[config.mk]
export PLATFORM = sky130hd
export DESIGN_NAME = insn_encoder
export DESIGN_NICKNAME = d
export VERILOG_FILES = /design/src/rtl/insn_encoder.sv
export SDC_FILE = /design/constraint.sdc
export NUM_CORES = 1
export LEC_CHECK = 0
export ABC_AREA = 1
export BUFFER_PORTS_ARGS = -buffer_cell sky130_fd_sc_hd__clkbuf_2
export CAP_MARGIN = 20
export CORE_ASPECT_RATIO = 0.6
export CORE_MARGIN = 2
export CORE_UTILIZATION = 54
export CTS_CLUSTER_SIZE = 14
export DETAILED_ROUTE_END_ITERATION = 12
export GPL_ROUTABILITY_DRIVEN = 0
export GPL_TIMING_DRIVEN = 0
export HOLD_SLACK_MARGIN = 0.1
export PLACE_DENSITY_LB_ADDON = 0.08
export RECOVER_POWER = 50
export SYNTH_ARGS = -nofsm -noshare
export SYNTH_HDL_FRONTEND = slang
export SYNTH_SLANG_ARGS = --single-unit
[constraint.sdc]
create_clock -name clk -period 4.3 [get_ports clk]
set_input_delay 0 -clock clk [delete_from_list [all_inputs] [get_ports clk]]
set_output_delay 0 -clock clk [all_outputs]
set_load 0.05 [all_outputs]
[src/rtl/insn_encoder.sv]
`default_nettype none
`timescale 1ns/1ps
// ============================================================================
// insn_encoder
//   Packs decoded RV32I fields into instruction words and tags them with
//   sequential fetch addresses, buffered through a small output FIFO.
// Revision: 1.0
// ============================================================================
module insn_encoder #(
    parameter int                DWIDTH    = 32,
    parameter int                AWIDTH    = 32,
    parameter logic [AWIDTH-1:0] BASE_ADDR = 32'h0100_0000,
    parameter int                DEPTH     = 4
) (
    input  logic                     clk,
    input  logic                     reset,
    input  logic                     restart_i,
    input  logic                     clear_err_i,
    input  logic                     req_valid_i,
    output logic                     req_ready_o,
    input  logic [2:0]               fmt_i,
    input  logic [6:0]               opcode_i,
    input  logic [4:0]               rd_i,
    input  logic [4:0]               rs1_i,
    input  logic [4:0]               rs2_i,
    input  logic [2:0]               funct3_i,
    input  logic [6:0]               funct7_i,
    input  logic [DWIDTH-1:0]        imm_i,
    output logic                     insn_valid_o,
    input  logic                     insn_ready_i,
    output logic [DWIDTH-1:0]        insn_o,
    output logic [AWIDTH-1:0]        addr_o,
    output logic                     err_o,
    output logic [$clog2(DEPTH):0]   count_o
);

    localparam int PW = $clog2(DEPTH);
    localparam int CW = PW + 1;

    localparam logic [2:0] FMT_R = 3'd0;
    localparam logic [2:0] FMT_I = 3'd1;
    localparam logic [2:0] FMT_S = 3'd2;
    localparam logic [2:0] FMT_B = 3'd3;
    localparam logic [2:0] FMT_U = 3'd4;
    localparam logic [2:0] FMT_J = 3'd5;

    logic [DWIDTH-1:0] enc_word;
    logic              enc_legal;
    logic              imm12_ok;
    logic              imm13_ok;
    logic              imm21_ok;
    logic              upper_ok;

    logic [DWIDTH-1:0] mem_insn [DEPTH];
    logic [AWIDTH-1:0] mem_addr [DEPTH];
    logic [PW-1:0]     wr_ptr;
    logic [PW-1:0]     rd_ptr;
    logic [CW-1:0]     count;
    logic [AWIDTH-1:0] addr_ctr;
    logic [DWIDTH-1:0] last_insn;
    logic [AWIDTH-1:0] last_addr;
    logic              err;
    logic              ready_en;

    logic              empty;
    logic              full;
    logic              accept;
    logic              push;
    logic              pop;
    logic              new_err;

    // Each immediate must be representable in its format's sign-extended field.
    assign imm12_ok = (&imm_i[31:11]) | ~(|imm_i[31:11]);
    assign imm13_ok = ((&imm_i[31:12]) | ~(|imm_i[31:12])) & ~imm_i[0];
    assign imm21_ok = ((&imm_i[31:20]) | ~(|imm_i[31:20])) & ~imm_i[0];
    assign upper_ok = ~(|imm_i[11:0]);

    always_comb begin
        enc_word  = '0;
        enc_legal = 1'b0;
        case (fmt_i)
            FMT_R: begin
                enc_word  = {funct7_i, rs2_i, rs1_i, funct3_i, rd_i, opcode_i};
                enc_legal = 1'b1;
            end
            FMT_I: begin
                enc_word  = {imm_i[11:0], rs1_i, funct3_i, rd_i, opcode_i};
                enc_legal = imm12_ok;
            end
            FMT_S: begin
                enc_word  = {imm_i[11:5], rs2_i, rs1_i, funct3_i, imm_i[4:0], opcode_i};
                enc_legal = imm12_ok;
            end
            FMT_B: begin
                enc_word  = {imm_i[12], imm_i[10:5], rs2_i, rs1_i, funct3_i,
                             imm_i[4:1], imm_i[11], opcode_i};
                enc_legal = imm13_ok;
            end
            FMT_U: begin
                enc_word  = {imm_i[31:12], rd_i, opcode_i};
                enc_legal = upper_ok;
            end
            FMT_J: begin
                enc_word  = {imm_i[20], imm_i[10:1], imm_i[11], imm_i[19:12], rd_i, opcode_i};
                enc_legal = imm21_ok;
            end
            default: begin
                enc_word  = '0;
                enc_legal = 1'b0;
            end
        endcase
    end

    assign empty = (count == '0);
    assign full  = (count == CW'(DEPTH));

    // When full the head is always valid, so a ready sink frees a slot this cycle.
    assign req_ready_o = ready_en & ~restart_i & (~full | insn_ready_i);
    assign accept      = req_valid_i & req_ready_o;
    assign push        = accept & enc_legal;
    assign new_err     = accept & ~enc_legal;
    assign pop         = ~empty & insn_ready_i & ~restart_i;

    always_ff @(posedge clk or negedge reset) begin
        if (!reset) begin
            wr_ptr    <= '0;
            rd_ptr    <= '0;
            count     <= '0;
            addr_ctr  <= BASE_ADDR;
            last_insn <= '0;
            last_addr <= '0;
            err       <= 1'b0;
            ready_en  <= 1'b0;
        end else begin
            ready_en <= 1'b1;
            if (restart_i) begin
                wr_ptr   <= '0;
                rd_ptr   <= '0;
                count    <= '0;
                addr_ctr <= BASE_ADDR;
                if (!empty) begin
                    last_insn <= mem_insn[rd_ptr];
                    last_addr <= mem_addr[rd_ptr];
                end
            end else begin
                if (push) begin
                    wr_ptr   <= wr_ptr + PW'(1);
                    addr_ctr <= addr_ctr + AWIDTH'(4);
                end
                if (pop) begin
                    rd_ptr    <= rd_ptr + PW'(1);
                    last_insn <= mem_insn[rd_ptr];
                    last_addr <= mem_addr[rd_ptr];
                end
                if (push && !pop) begin
                    count <= count + CW'(1);
                end else if (pop && !push) begin
                    count <= count - CW'(1);
                end
            end
            if (new_err) begin
                err <= 1'b1;
            end else if (clear_err_i) begin
                err <= 1'b0;
            end
        end
    end

    // Storage needs no reset: occupancy alone decides what is visible.
    always_ff @(posedge clk) begin
        if (push) begin
            mem_insn[wr_ptr] <= enc_word;
            mem_addr[wr_ptr] <= addr_ctr;
        end
    end

    assign insn_valid_o = ~empty;
    assign insn_o       = empty ? last_insn : mem_insn[rd_ptr];
    assign addr_o       = empty ? last_addr : mem_addr[rd_ptr];
    assign err_o        = err;
    assign count_o      = count;

endmodule
`default_nettype wire

# After elaboration in Yosys (flattened, before gate mapping)
# Memories as Yosys holds them, arrays and structs flattened.
# Index checks and enable logic that the tools add are counted.
# Widths: inputs -> output; s select.
# word_totals
input_bits,73
regBits,105
mem_bits_rw,256
elab_cells,82
memories,2
output_inout_bits,70
# memory_table
memory,words,word_bits,read_ports,rd_clocked_by_memory_dff,wr,line_no,rtl
mem_addr,4,32,1,0,1,55,logic [AWIDTH-1:0] mem_addr [DEPTH];
mem_insn,4,32,1,0,1,54,logic [DWIDTH-1:0] mem_insn [DEPTH];
# classes
addsub,5
reduce_logical,18
eq_ne,6
muxes,21
bitwise_logic,22
# ops
cell,n
$mux 32,8
$pmux 32 s6,1
$add 32x3->32 const B,1
$reduce_or 12->1,2
$reduce_and 21->1,1
$reduce_or 21->1,1
$reduce_and 20->1,1
$reduce_or 20->1,1
$reduce_and 12->1,1
$and 1x1->1,9
$eq 3x3->1 const B,3
$mux 3,3
$not 1->1,9
$mux 2,4
$eq 3x2->1 const B,2
$logic_not 3->1,2
$reduce_bool 2->1,3
$pmux 1 s5,1
$add 2x1->2 const B,2
$mux 1,4
$or 1x1->1,4
$add 3x1->3 const B,1
$eq 3x1->1 const B,1
$reduce_bool 3->1,1
4 further kinds,6

# Longest topological paths before layout
# Gate-level depths: netlist (run 1).
# depth
ltp_word,11
mapped_depth,18
ltp_nobuf,18

# Least setup slack after synthesis (run 1)
# OpenSTA, ideal clock, no wires.
# synth_timing
path_type,register to register
startpoint,register count[2] (netlist: count_o[2])
endpoint,memory mem_addr[0][10] (enable)
setup_ns,0.482
synth_period_minus_slack_ns,5.333
stages_incl_launch_ff,7
n_path_buf,1
slack_ns,-1.033
arrival_time_ns,4.851
required_time_ns,3.818
cell_sequence,dfrtp_1 -> a31oi_1 -> nand2_1 -> inv_2 -> nand2_4 -> buf_2 -> nor2_1
# synth_via
elab_chain_cells,8
# synth_lines
element,line_no,rtl
"start, declared",58,logic [CW-1:0] count;
"start signal, assigned",156,count <= count + CW'(1);
"start signal, assigned",158,count <= count - CW'(1);
$eq 3x3->1,115,assign full = (count == CW'(DEPTH));
$not 1->1,118,assign req_ready_o = ready_en & ~restart_i & (~full | insn_ready_i);
$or 1x1->1,118,
$and 1x1->1,118,
via req_ready_o,20,"output logic req_ready_o,"
$and 1x1->1,119,assign accept = req_valid_i & req_ready_o;
$and 1x1->1,120,assign push = accept & enc_legal;
$mux 1,171,if (push) begin
$mux 1 (implied by the code),173,mem_addr[wr_ptr] <= addr_ctr;
"end, declared",55,
# The timed path passes the listed nets, and every way through them passes these cells.

# Worst setup path in the final report (run 1)
# layout_timing
startpoint,register count[1] (netlist: count_o[1])
endpoint,output addr_o[12]
# layout_via
elab_chain_cells,2
# layout_lines
element,line_no,rtl
$logic_not 3->1,114,assign empty = (count == '0);
$mux 32,--,
"end, declared",32,"output logic [AWIDTH-1:0] addr_o,"
# No other way between the ends.

==> results of run 1 <==
==> per-layer routing <==
metal / track usage (%) / vias to the layer above
met5: 0 / -
met1: 49.56 / 6306
met2: 44.24 / 784
li1: - / 5971
met4: 7.395 / 0
met3: 5.389 / 83
==> per-stage QoR <==
stage	power (W)	util [%]
floorplan	0.007314	-
global placement	0.008498	59.31
detailed placement	0.008581	60.27
CTS	0.01153	65.87
global route	0.01200	65.47
finish	0.01153	65.47
==> cells in the mapped netlist (2+ instances only) <==
library cell / instances
nand2_1: 454
edfxtp_1: 248
dfrtp_1: 102
nand3_1: 90
inv_1: 83
nor2_1: 78
a21oi_1: 68
o211ai_1: 66
a32o_1: 62
o21ai_0: 57
clkbuf_1: 54
o21ai_1: 38
nand4_1: 21
buf_2: 19
nor3_1: 18
o31ai_1: 13
buf_1: 11
inv_2: 8
xnor2_1: 8
xor2_1: 8
o221ai_1: 7
buf_4: 5
ha_1: 5
buf_6: 4
nor2_4: 3
nor4_1: 3
nand2_2: 2
o22ai_1: 2
==> kinds of logic after synthesis <==
group,count (synthesis)
compound gates,317
xor+xnor,16
fa+ha+maj,6
buf+inv,184
flops,351
other cells,1
simple gates,673
==> sequential cells by signal, summed over array words and instances, names as in the netlist, 2 cells and up <==
| name | count |
|---|---|
| last_insn | 32 |
| mem_addr | 120 |
| mem_insn | 128 |
| rd_ptr | 2 |
| last_addr | 32 |
| addr_ctr | 30 |
| wr_ptr | 2 |
| count_o | 3 |
==> cell usage in the layout, fill, tap and decap left out, types with 13 or more instances in the layout <==
| cell | instances |
|---|---|
| o21ai_1 | 28 |
| nand2_1 | 455 |
| clkbuf_16 | 35 |
| dfrtp_1 | 102 |
| a32o_1 | 62 |
| o21ai_0 | 67 |
| nor2_1 | 77 |
| clkbuf_2 | 135 |
| edfxtp_1 | 248 |
| nand4_1 | 21 |
| o211ai_1 | 66 |
| nand3_1 | 91 |
| a21oi_1 | 68 |
| buf_2 | 16 |
| o31ai_1 | 13 |
| dlygate4sd3_1 | 53 |
| inv_1 | 85 |
| nor3_1 | 18 |
| clkbuf_1 | 78 |
==> power breakdown <==
group / switching [W] / total (W) / internal [W]
logic: 0.00344 / 0.00449 / 0.00105
clock network: 0.00128 / 0.00294 / 0.00166
registers: 0.000170 / 0.00410 / 0.00393
==> tightest hold or removal path: cells and delay by family <==
kind | cells | cell delay (ns)
buffers and inverters | 2 | 0.33
AND/OR/NAND/NOR | 4 | 0.26
==> worst max-delay path by stage <==
stage	endpoint	slack, ns	cells after the start
floorplan	mem_addr[0][10]	-1.03	6
global placement	mem_insn[2][3]	-2.82	6
detailed placement	mem_addr[1][18]	1.00	8
CTS	mem_insn[1][10]	0.99	8
global route	mem_addr[1][17]	0.62	12
finish	addr_o[12]	0.85	8
==> final cells by class <==
type	count	area share [%]
buffer	93	2.091
clock buffer	46	4.955
clock inverter	15	0.6814
inverter	91	1.806
multi-input combinational	1013	27.16
sequential	351	53.01
tap	400	2.646
timing repair buffer	205	7.648
==> what timing repair did <==
item / 4_1_cts / 5_1_grt
setup endpoints to repair: 0 / 0
hold buffers: 54 / 0
hold endpoints to repair: 224 / 0
==> out/qor.csv, run 1 <==
stage;metric;value;unit
logic_synthesis;Syn Area/Cell;10.29;sq um
critical_path;R2R depth;8;
timing;Final Skew;0.02410;ns
route;max layer used;met4;
route;met3 WL;5297;um
critical_path;critical path's largest stage delay;0.68;ns
cells_and_area;Finished Layout Cells;2214;
logic_synthesis;Adder-Cell Fraction of Synth Area;0.5185;%
placement;dpl cell area;17410;sq um
logic_synthesis;largest family of logic cells by synthesized area;simple AND/OR/NAND/NOR gates;
cells_and_area;multi-input logic area;5136;sq um
logic_synthesis;YS warnings;0;
cells_and_area;synthesis-to-finish area growth;18.74;%
timing;Tmin final;3.451;ns
critical_path;crit-path max FO;10;
clock_tree;total CTS buffers;34;
critical_path;crit path kind;flip-flop to output port;
logic_synthesis;Area contributors post-synth;edfxtp_1, dfrtp_1, nand2_1;
route;routed vias;13140;
logic_synthesis;Synth Area in Simple Gates;17.44;%
critical_path;data arrival time of the critical path;3.45;ns
cells_and_area;ant diodes;0;
critical_path;CP endpoint kind;output port;
critical_path;flop2flop setup slack;0.99;ns
timing;RSZ-0062 raised after global routing;no;
logic_synthesis;area leader, netlist;edfxtp_1;
route;drt drc;0;
route;WL met2;19290;um
logic_synthesis;top-area cell type share of the netlist area;46.76;%
logic_synthesis;Post-Synth XOR/XNOR Area;0.8798;%
timing;final setup TNS;0;ns
clock_tree;Clock Latency Late Sink;0.54;ns
timing;f_max;0.2898;GHz
logic_synthesis;multiplexer share of the synthesized area;0;%
logic_synthesis;Main synth FF type;edfxtp_1;
timing;Rel. slew slack;-49.78;%
floorplan;Die ar.;30930;sq um
timing;setup ws final;0.8493;ns
placement;number of instances in the placed design;2099;
grt;grt ovf;0;
floorplan;Chip Height;137.0;um
critical_path;startpoint type of the worst setup path;flip-flop;
timing;Worst-Margin Slew;2.247;ns
clock_tree;# Post-CTS Setup Buffers;0;
route;TritonRoute pass-1 iters;8;
clock_tree;clock root cell;clkbuf_16;
floorplan;core area;28890;sq um
min_path;cell depth of the worst min-delay path;6;
logic_synthesis;part of the Yosys area used for sequential elements;62.95;%
placement;Port-buffer cells;141;
cells_and_area;layout cells sized above 1;12.51;%
logic_synthesis;#FFs+latches synth;351;
critical_path;Most Frequent Cell on Critical Path;nor2_1;
critical_path;crit path cell chain;nor2_1 -> inv_1 -> nor2_1 -> clkbuf_1 -> buf_2 -> nand2_1 -> o21ai_0 -> clkbuf_2;
critical_path;RR Startpoint;count_o[2];
logic_synthesis;Syn Inst Count;1548;
critical_path;Crit-path slowest cell;nor2_1;
min_path;hold crit path type;input port to flip-flop;
outcome;status;finished, violations left;
logic_synthesis;post-synth cell types;39;
grt;global-route usage over all layers;31.14;%
route;post-route antenna net violation count;0;
floorplan;Top Ports;143;
power_and_ir_drop;static leakage;7.390;nW
route;Routed WL per cell;21.23;um
timing;final slew viol count;80;
placement;pre-CTS setup slack;1.003;ns
route;Starting DRT DRC Count;1725;
grt;global-route wire length before repair;71940;um
floorplan;Rows;48;
floorplan;die width;225.7;um
clock_tree;H-tree lvl count;2;
grt;initial antenna violation count;0;
clock_tree;Max clock buf depth;3;
cells_and_area;Design Area, Final;18910;sq um
clock_tree;Clock Pin Slew Worst Setup and Hold Paths;0.07;ns
grt;maximum number of pins on one net before global-route repair;80;
logic_synthesis;Post-synth EDFFs;248;
critical_path;Critical Path RT;4.30;ns
route;met1 wire length;21490;um
route;DR vias/cell;5.937;
route;Post-Route WL;47000;um
min_path;Hold Crit Start;restart_i;
cells_and_area;Net count, final;1868;
logic_synthesis;post-synthesis compound-gate area fraction;13.40;%
outcome;violated checks;capacitance limit, slew limit;
clock_tree;CTS tree;built;
min_path;Hold Crit Endpoint;count_o[2];
logic_synthesis;post-synthesis cell area;15930;sq um
power_and_ir_drop;worst vdd ir;0.0005169;V
power_and_ir_drop;Pwr Density;609.4;nW/um^2
timing;Final Hold Viols;0;
floorplan;Starting Density;55.14;%
logic_synthesis;Syn Nets;1627;
critical_path;worst path bufs/invs;4;
clock_tree;Resize count post-CTS;0;
critical_path;CP startpoint;count_o[1];
logic_synthesis;fraction of registers with async set/reset;29.34;%
cells_and_area;register area;10030;sq um
timing;Finish-stage setup viols;0;
placement;post-DP HPWL;32040;um
timing;hold slack;0.09874;ns
timing;Tcrit/Tclk final;80.25;%
critical_path;CP top delay family;buffers and inverters;
cells_and_area;fill cell count;2292;
run;max-cap violations;1;
clock_tree;Clock Sink Count;351;
critical_path;Critical R2R Capture;mem_addr[1][17];
grt;vias in the first global route;12340;
Note: power is estimated with default switching activity, not from simulation.
==> run 2, diff against run 1 <==
--- a/config.mk
+++ b/config.mk
@@ -5,12 +5,12 @@
 export SDC_FILE = /design/constraint.sdc
 export NUM_CORES = 1
 export LEC_CHECK = 0
-export ABC_AREA = 1
+export ABC_AREA = 0
 export BUFFER_PORTS_ARGS = -buffer_cell sky130_fd_sc_hd__clkbuf_2
 export CAP_MARGIN = 20
 export CORE_ASPECT_RATIO = 0.6
 export CORE_MARGIN = 2
-export CORE_UTILIZATION = 54
+export CORE_UTILIZATION = 59
 export CTS_CLUSTER_SIZE = 14
 export DETAILED_ROUTE_END_ITERATION = 12
 export GPL_ROUTABILITY_DRIVEN = 0
==> constraint.sdc (replaced) <==
create_clock -name clk -period 3.3 [get_ports clk]
set_input_delay 0 -clock clk [delete_from_list [all_inputs] [get_ports clk]]
set_output_delay 0 -clock clk [all_outputs]
set_load 0.05 [all_outputs]
==> out/qor.csv, run 2 <==
stage;metric;value;unit
timing;setup ws final;-0.006452;ns
logic_synthesis;Syn Inst Count;1039;
run;max-cap violations;2;
placement;Port-buffer cells;140;
logic_synthesis;Syn Area/Cell;14.50;sq um
logic_synthesis;post-synthesis compound-gate area fraction;3.672;%
logic_synthesis;top-area cell type share of the netlist area;49.44;%
clock_tree;# Post-CTS Setup Buffers;0;
placement;number of instances in the placed design;1514;
clock_tree;clock root cell;clkbuf_16;
timing;Worst-Margin Slew;2.162;ns
grt;global-route wire length before repair;54150;um
timing;RSZ-0062 raised after global routing;yes;
critical_path;Critical Path RT;3.30;ns
route;routed vias;9699;
critical_path;crit-path max FO;10;
logic_synthesis;Syn Nets;1118;
logic_synthesis;fraction of registers with async set/reset;29.34;%
grt;initial antenna violation count;0;
floorplan;Top Ports;143;
critical_path;crit path cell chain;clkbuf_1 -> clkdlybuf4s15_1 -> mux4_2 -> nand2_1 -> nand2_1 -> clkbuf_2;
clock_tree;Clock Pin Slew Worst Setup and Hold Paths;0.07;ns
power_and_ir_drop;internal power;0.009491;W
logic_synthesis;post-synth cell types;58;
route;Post-Route WL;34760;um
route;Starting DRT DRC Count;952;
cells_and_area;synthesis-to-finish area growth;18.99;%
logic_synthesis;Post-synth top cells;edfxtp_1, nand2_1, dfrtp_1;
route;drt drc;0;
grt;grt ovf;0;
cells_and_area;fill cell count;1720;
cells_and_area;Net count, final;1357;
placement;post-DP HPWL;22840;um
outcome;violated checks;capacitance limit, slew limit, setup timing;
logic_synthesis;part of the Yosys area used for sequential elements;66.56;%
cells_and_area;Finished Layout Cells;1631;
logic_synthesis;YS warnings;0;
cells_and_area;Design Area, Final;17920;sq um
cells_and_area;layout cells sized above 1;25.58;%
outcome;status;finished, violations left;
cells_and_area;ant diodes;0;
timing;Final Skew;0.01785;ns
critical_path;worst path bufs/invs;3;
logic_synthesis;Area contributors post-synth;edfxtp_1, dfrtp_1, mux4_2;
timing;Finish-stage setup viols;1;
critical_path;startpoint type of the worst setup path;flip-flop;
power_and_ir_drop;Sw Share;43.82;%
clock_tree;H-tree lvl count;1;
clock_tree;Max clock buf depth;3;
clock_tree;total CTS buffers;31;
critical_path;critical path's largest stage delay;0.78;ns
timing;Rel. slew slack;-44.16;%
route;DR vias/cell;5.947;
logic_synthesis;area leader, netlist;edfxtp_1;
cells_and_area;post-layout util;71.21;%
grt;vias in the first global route;9339;
critical_path;data arrival time of the critical path;3.31;ns
logic_synthesis;#FFs+latches synth;351;
cells_and_area;Most flops, register;mem_insn;
clock_tree;Clock Sink Count;351;
route;post-route antenna net violation count;0;
cells_and_area;commonest non-fill, non-tap cells in the layout;edfxtp_1, nand2_1, clkbuf_2, dfrtp_1, mux2_2;
logic_synthesis;post-synthesis cell area;15060;sq um
floorplan;Chip Height;127.8;um
power_and_ir_drop;worst vdd ir;0.0009046;V
placement;dpl cell area;16350;sq um
floorplan;core area;25170;sq um
timing;Tcrit/Tclk final;100.2;%
clock_tree;CTS tree;built;
logic_synthesis;Synth Area in Simple Gates;11.17;%
logic_synthesis;most common cell in the netlist;edfxtp_1;
floorplan;Die ar.;26870;sq um
timing;Tmin final;3.306;ns
power_and_ir_drop;power share of the clock group;21.8;%
min_path;hold crit path type;input port to flip-flop;
power_and_ir_drop;Pwr Density;942.6;nW/um^2
timing;final slew viol count;105;
route;TritonRoute pass-1 iters;6;
logic_synthesis;Main synth FF type;edfxtp_1;
power_and_ir_drop;static leakage;6.753;nW
floorplan;die width;210.3;um
grt;maximum number of pins on one net before global-route repair;77;
cells_and_area;most common cell after layout, fill and taps aside;edfxtp_1;
cells_and_area;largest registers;mem_insn x128, mem_addr x120;
floorplan;Rows;45;
critical_path;crit path kind;flip-flop to output port;
route;Routed WL per cell;21.31;um
floorplan;Starting Density;59.85;%
cells_and_area;Largest register FFs;128;
power_and_ir_drop;Comb power frac;46.4;%
clock_tree;Clock Latency Late Sink;0.59;ns
critical_path;CP endpoint kind;output port;
power_and_ir_drop;Total Power;0.01689;W
logic_synthesis;Post-synth EDFFs;248;
logic_synthesis;multiplexer share of the synthesized area;14.95;%
critical_path;Most Frequent Cell on Critical Path;nand2_1;
logic_synthesis;largest family of logic cells by synthesized area;multiplexers;
logic_synthesis;Post-Synth XOR/XNOR Area;0.9885;%
power_and_ir_drop;Reg power frac;31.8;%
grt;global-route usage over all layers;26.85;%
logic_synthesis;Adder-Cell Fraction of Synth Area;0.5483;%
critical_path;Crit-path slowest cell;clkdlybuf4s15_1;
power_and_ir_drop;Net Switching;0.007402;W
critical_path;CP top delay family;buffers and inverters;
timing;f_max;0.3024;GHz
timing;Final Hold Viols;0;
==> run 2: cell count changes after synthesis, moves of 41 or more <==
cell	before	now
mux4_2	0	62
inv_1	83	17
o211ai_1	66	0
mux2_2	0	68
a21oi_1	68	27
nand3_1	90	17
a32o_1	62	1
nand2_1	454	215
==> run 2: layout make-up <==
| cell class | instances | area, sq um | share of cell area, % |
|---|---|---|---|
| flip-flops and latches | 351 | 10030 | 55.94 |
| multi-input cells | 613 | 4740 | 26.45 |
| repair buffers | 206 | 1406 | 7.847 |
| clock buffers | 46 | 852.1 | 4.754 |
| well taps | 329 | 411.6 | 2.297 |
| plain buffers | 58 | 256.5 | 1.431 |
| clock inverters | 11 | 166.4 | 0.9285 |
| inverters | 17 | 63.81 | 0.3560 |
==> run 2: final timing paths <==
kind                            depth (start not counted)  slack (ns)          from             end
worst max-delay path                                    6      -0.006     rd_ptr[0]       insn_o[9]
worst min-delay path                                    4        0.13     imm_i[11]  mem_insn[3][7]
worst max register to register                          7        0.37    count_o[0]    last_addr[8]
worst min register to register                          1        0.48  last_addr[0]    last_addr[0]
max in group asynchronous                               4        0.72         reset   last_insn[28]
min in group asynchronous                               4        1.01         reset   last_insn[17]
==> run 2: worst reg2reg max path, cell delays in order, from the launching register on <==
cell,delay [ns]
dfrtp_1,0.44
nor3_1,0.30
inv_1,0.09
clkbuf_1,0.41
o21ai_2,0.33
buf_8,0.21
clkbuf_1,0.62
mux2_2,0.42
==> run 2: layer usage <==
metal / vias to the layer above / GRT usage [%] / share of wire [%] / wire length, um
li1: 4356 / - / - / -
met1: 4847 / 42.90 / 46 / 16050
met2: 447 / 38.45 / 43 / 15030
met3: 49 / 5.781 / 8.9 / 3086
met4: 0 / 5.465 / 1.7 / 595
met5: - / 0 / 0 / 0
==> run 2: power groups by stage <==
stage | logic [W] | clock network, W | registers, W
2_1_floorplan | 0.00581 | 0 | 0.00545
3_3_place_gp | 0.00769 | 0 | 0.00543
3_5_place_dp | 0.00781 | 0 | 0.00546
4_1_cts | 0.00789 | 0.00372 | 0.00537
5_1_grt | 0.00832 | 0.00391 | 0.00542
6_report | 0.00784 | 0.00368 | 0.00537
==> run 2: per-stage QoR <==
stage	setup WS, ns	TNS (ns)	hold slack [ns]
2_1_floorplan	-0.2959	-73.38	-0.2956
3_3_place_gp	-0.4354	-107.45	0.2672
3_5_place_dp	0.2020	0	-0.09142
4_1_cts	-0.07476	-0.6004	0.1052
5_1_grt	-0.2243	-8.670	0.1506
6_report	-0.006452	-0.006452	0.1288
==> run 2: cell families after synthesis <==
group           Yosys count
mux                     139
xor+xnor                 17
other cells               1
fa+ha+maj                 6
buf+inv                  75
simple gates            368
flops                   351
compound gates           82
==> run 2: timing repair <==
action | CTS | global route
setup endpoints to repair | 22 | 58
hold buffers | 60 | 0
gates resized for setup | 0 | 2
endpoints found under the hold margin | 241 | 0
==> run 3, diff against run 2 <==
--- a/config.mk
+++ b/config.mk
@@ -18,6 +18,7 @@
 export HOLD_SLACK_MARGIN = 0.1
 export PLACE_DENSITY_LB_ADDON = 0.08
 export RECOVER_POWER = 50
+export REMOVE_ABC_BUFFERS = 1
 export SYNTH_ARGS = -nofsm -noshare
 export SYNTH_HDL_FRONTEND = slang
 export SYNTH_SLANG_ARGS = --single-unit
==> out/qor.csv, run 3 (synthesized netlist as in run 2, its figures left out) <==
stage;metric;value;unit
timing;final setup TNS;0;ns
run;max-cap violations;1;
critical_path;crit-path max FO;32;
timing;Final Skew;0.01011;ns
grt;initial antenna violation count;0;
timing;Rel. slew slack;-17.12;%
timing;Tcrit/Tclk final;91.20;%
route;routed vias;9273;
floorplan;die width;210.3;um
floorplan;Starting Density;59.85;%
power_and_ir_drop;Pwr Density;940.2;nW/um^2
route;drt drc;0;
floorplan;Die ar.;26870;sq um
timing;Worst-Margin Slew;1.757;ns
clock_tree;Clock Sink Count;351;
critical_path;data arrival time of the critical path;3.24;ns
route;Routed WL per cell;20.27;um
power_and_ir_drop;worst vdd ir;0.001211;V
route;DR vias/cell;5.850;
cells_and_area;Finished Layout Cells;1585;
outcome;status;finished, violations left;
cells_and_area;synthesis-to-finish area growth;18.54;%
cells_and_area;most common cell after layout, fill and taps aside;edfxtp_1;
clock_tree;H-tree lvl count;1;
cells_and_area;layout cells sized above 1;27.81;%
grt;maximum number of pins on one net before global-route repair;60;
cells_and_area;multi-input logic area;4746;sq um
placement;number of instances in the placed design;1469;
route;TritonRoute pass-1 iters;5;
grt;grt ovf;0;
placement;Port-buffer cells;142;
route;Post-Route WL;32120;um
floorplan;Chip Height;127.8;um
timing;hold slack;0.1301;ns
placement;post-DP HPWL;19710;um
critical_path;startpoint type of the worst setup path;flip-flop;
timing;Tmin final;3.009;ns
clock_tree;total CTS buffers;31;
critical_path;Critical Path RT;3.54;ns
clock_tree;Clock Pin Slew Worst Setup and Hold Paths;0.06;ns
cells_and_area;Largest register FFs;128;
floorplan;Top Ports;143;
cells_and_area;register area;10030;sq um
cells_and_area;Net count, final;1310;
clock_tree;CTS tree;built;
timing;final slew viol count;60;
critical_path;CP endpoint kind;flip-flop;
outcome;violated checks;capacitance limit, slew limit;
min_path;hold crit path type;input port to flip-flop;
clock_tree;clock root cell;clkbuf_16;
critical_path;crit path kind;flip-flop to flip-flop;
grt;vias in the first global route;9276;
timing;RSZ-0062 raised after global routing;no;
grt;global-route usage over all layers;24.90;%
route;post-route antenna net violation count;0;
clock_tree;Clock Latency Late Sink;0.55;ns
floorplan;core area;25170;sq um
floorplan;Rows;45;
cells_and_area;fill cell count;1697;
cells_and_area;largest registers;mem_insn x128, mem_addr x120;
timing;Final Hold Viols;0;
timing;Finish-stage setup viols;0;
grt;global-route wire length before repair;51440;um
clock_tree;Max clock buf depth;3;
route;Starting DRT DRC Count;716;
cells_and_area;Most flops, register;mem_insn;
cells_and_area;commonest non-fill, non-tap cells in the layout;edfxtp_1, nand2_1, clkbuf_2, dfrtp_1, mux2_2;
power_and_ir_drop;static leakage;6.741;nW
timing;f_max;0.3323;GHz
-- run 3: final timing paths --
kind | from | endpoint | slack, ns | depth (start not counted)
max | count_o[2] | mem_insn[0][14] | 0.29 | 6
min | imm_i[12] | mem_insn[3][31] | 0.13 | 3
max reg2reg | count_o[2] | mem_insn[0][14] | 0.29 | 6
min reg2reg | last_addr[0] | last_addr[0] | 0.48 | 1
max in group asynchronous | reset | last_addr[24] | 0.96 | 4
min in group asynchronous | reset | last_insn[27] | 0.65 | 4
-- run 3: worst max-delay path: stages (launching register included) --
cell     delay [ns]
dfrtp_1        0.43
nor4b_1        0.16
nor3b_1        0.47
nand2_2        0.39
nor2_4         0.36
and2_4         0.55
buf_12         0.29
-- run 3: metrics by stage --
stage / cell area [sq um] / power [W] / setup slack [ns] / utilization [%]
finish: 17850 / 0.01679 / 0.2906 / 70.94
global route: 17850 / 0.01759 / 0.1085 / 70.93
CTS: 17890 / 0.01693 / 0.01185 / 71.08
detailed placement: 16320 / 0.01333 / -0.3980 / 64.84
global placement: 15940 / 0.009275 / -14.63 / 63.32
floorplan: 14810 / 0.009352 / -6.069 / -
-- run 3: cell type report --
type / instances / share of cell area, %
antenna: 1 / 0.01402
clock buffer: 49 / 4.891
clock inverter: 8 / 0.6517
inverter: 17 / 0.3574
multi-input combinational: 613 / 26.58
sequential: 351 / 56.20
tap: 329 / 2.306
timing repair buffer: 217 / 9.005
-- run 3: routing by layer --
layer | routed length [um] | vias to the layer above | track usage, %
met5 | 0 | - | 0
met4 | 448 | 0 | 4.130
met3 | 1469 | 38 | 3.454
met2 | 14830 | 238 | 38.92
met1 | 15370 | 4737 | 38.64
li1 | - | 4260 | -
-- run 3: where the power goes --
part | switching (W) | internal, W | leakage [nW]
combinational | 0.00535 | 0.00241 | 2.73
sequential | 0.000317 | 0.00516 | 3.53
clock | 0.00151 | 0.00204 | 0.477
-- run 3: what timing repair did --
item / in CTS / in global routing
setup endpoints to repair: 165 / 166
hold buffers: 56 / 0
gates resized for setup: 1 / 2
buffers inserted: 0 / 2
endpoints found under the hold margin: 233 / 0
pin swaps: 0 / 1
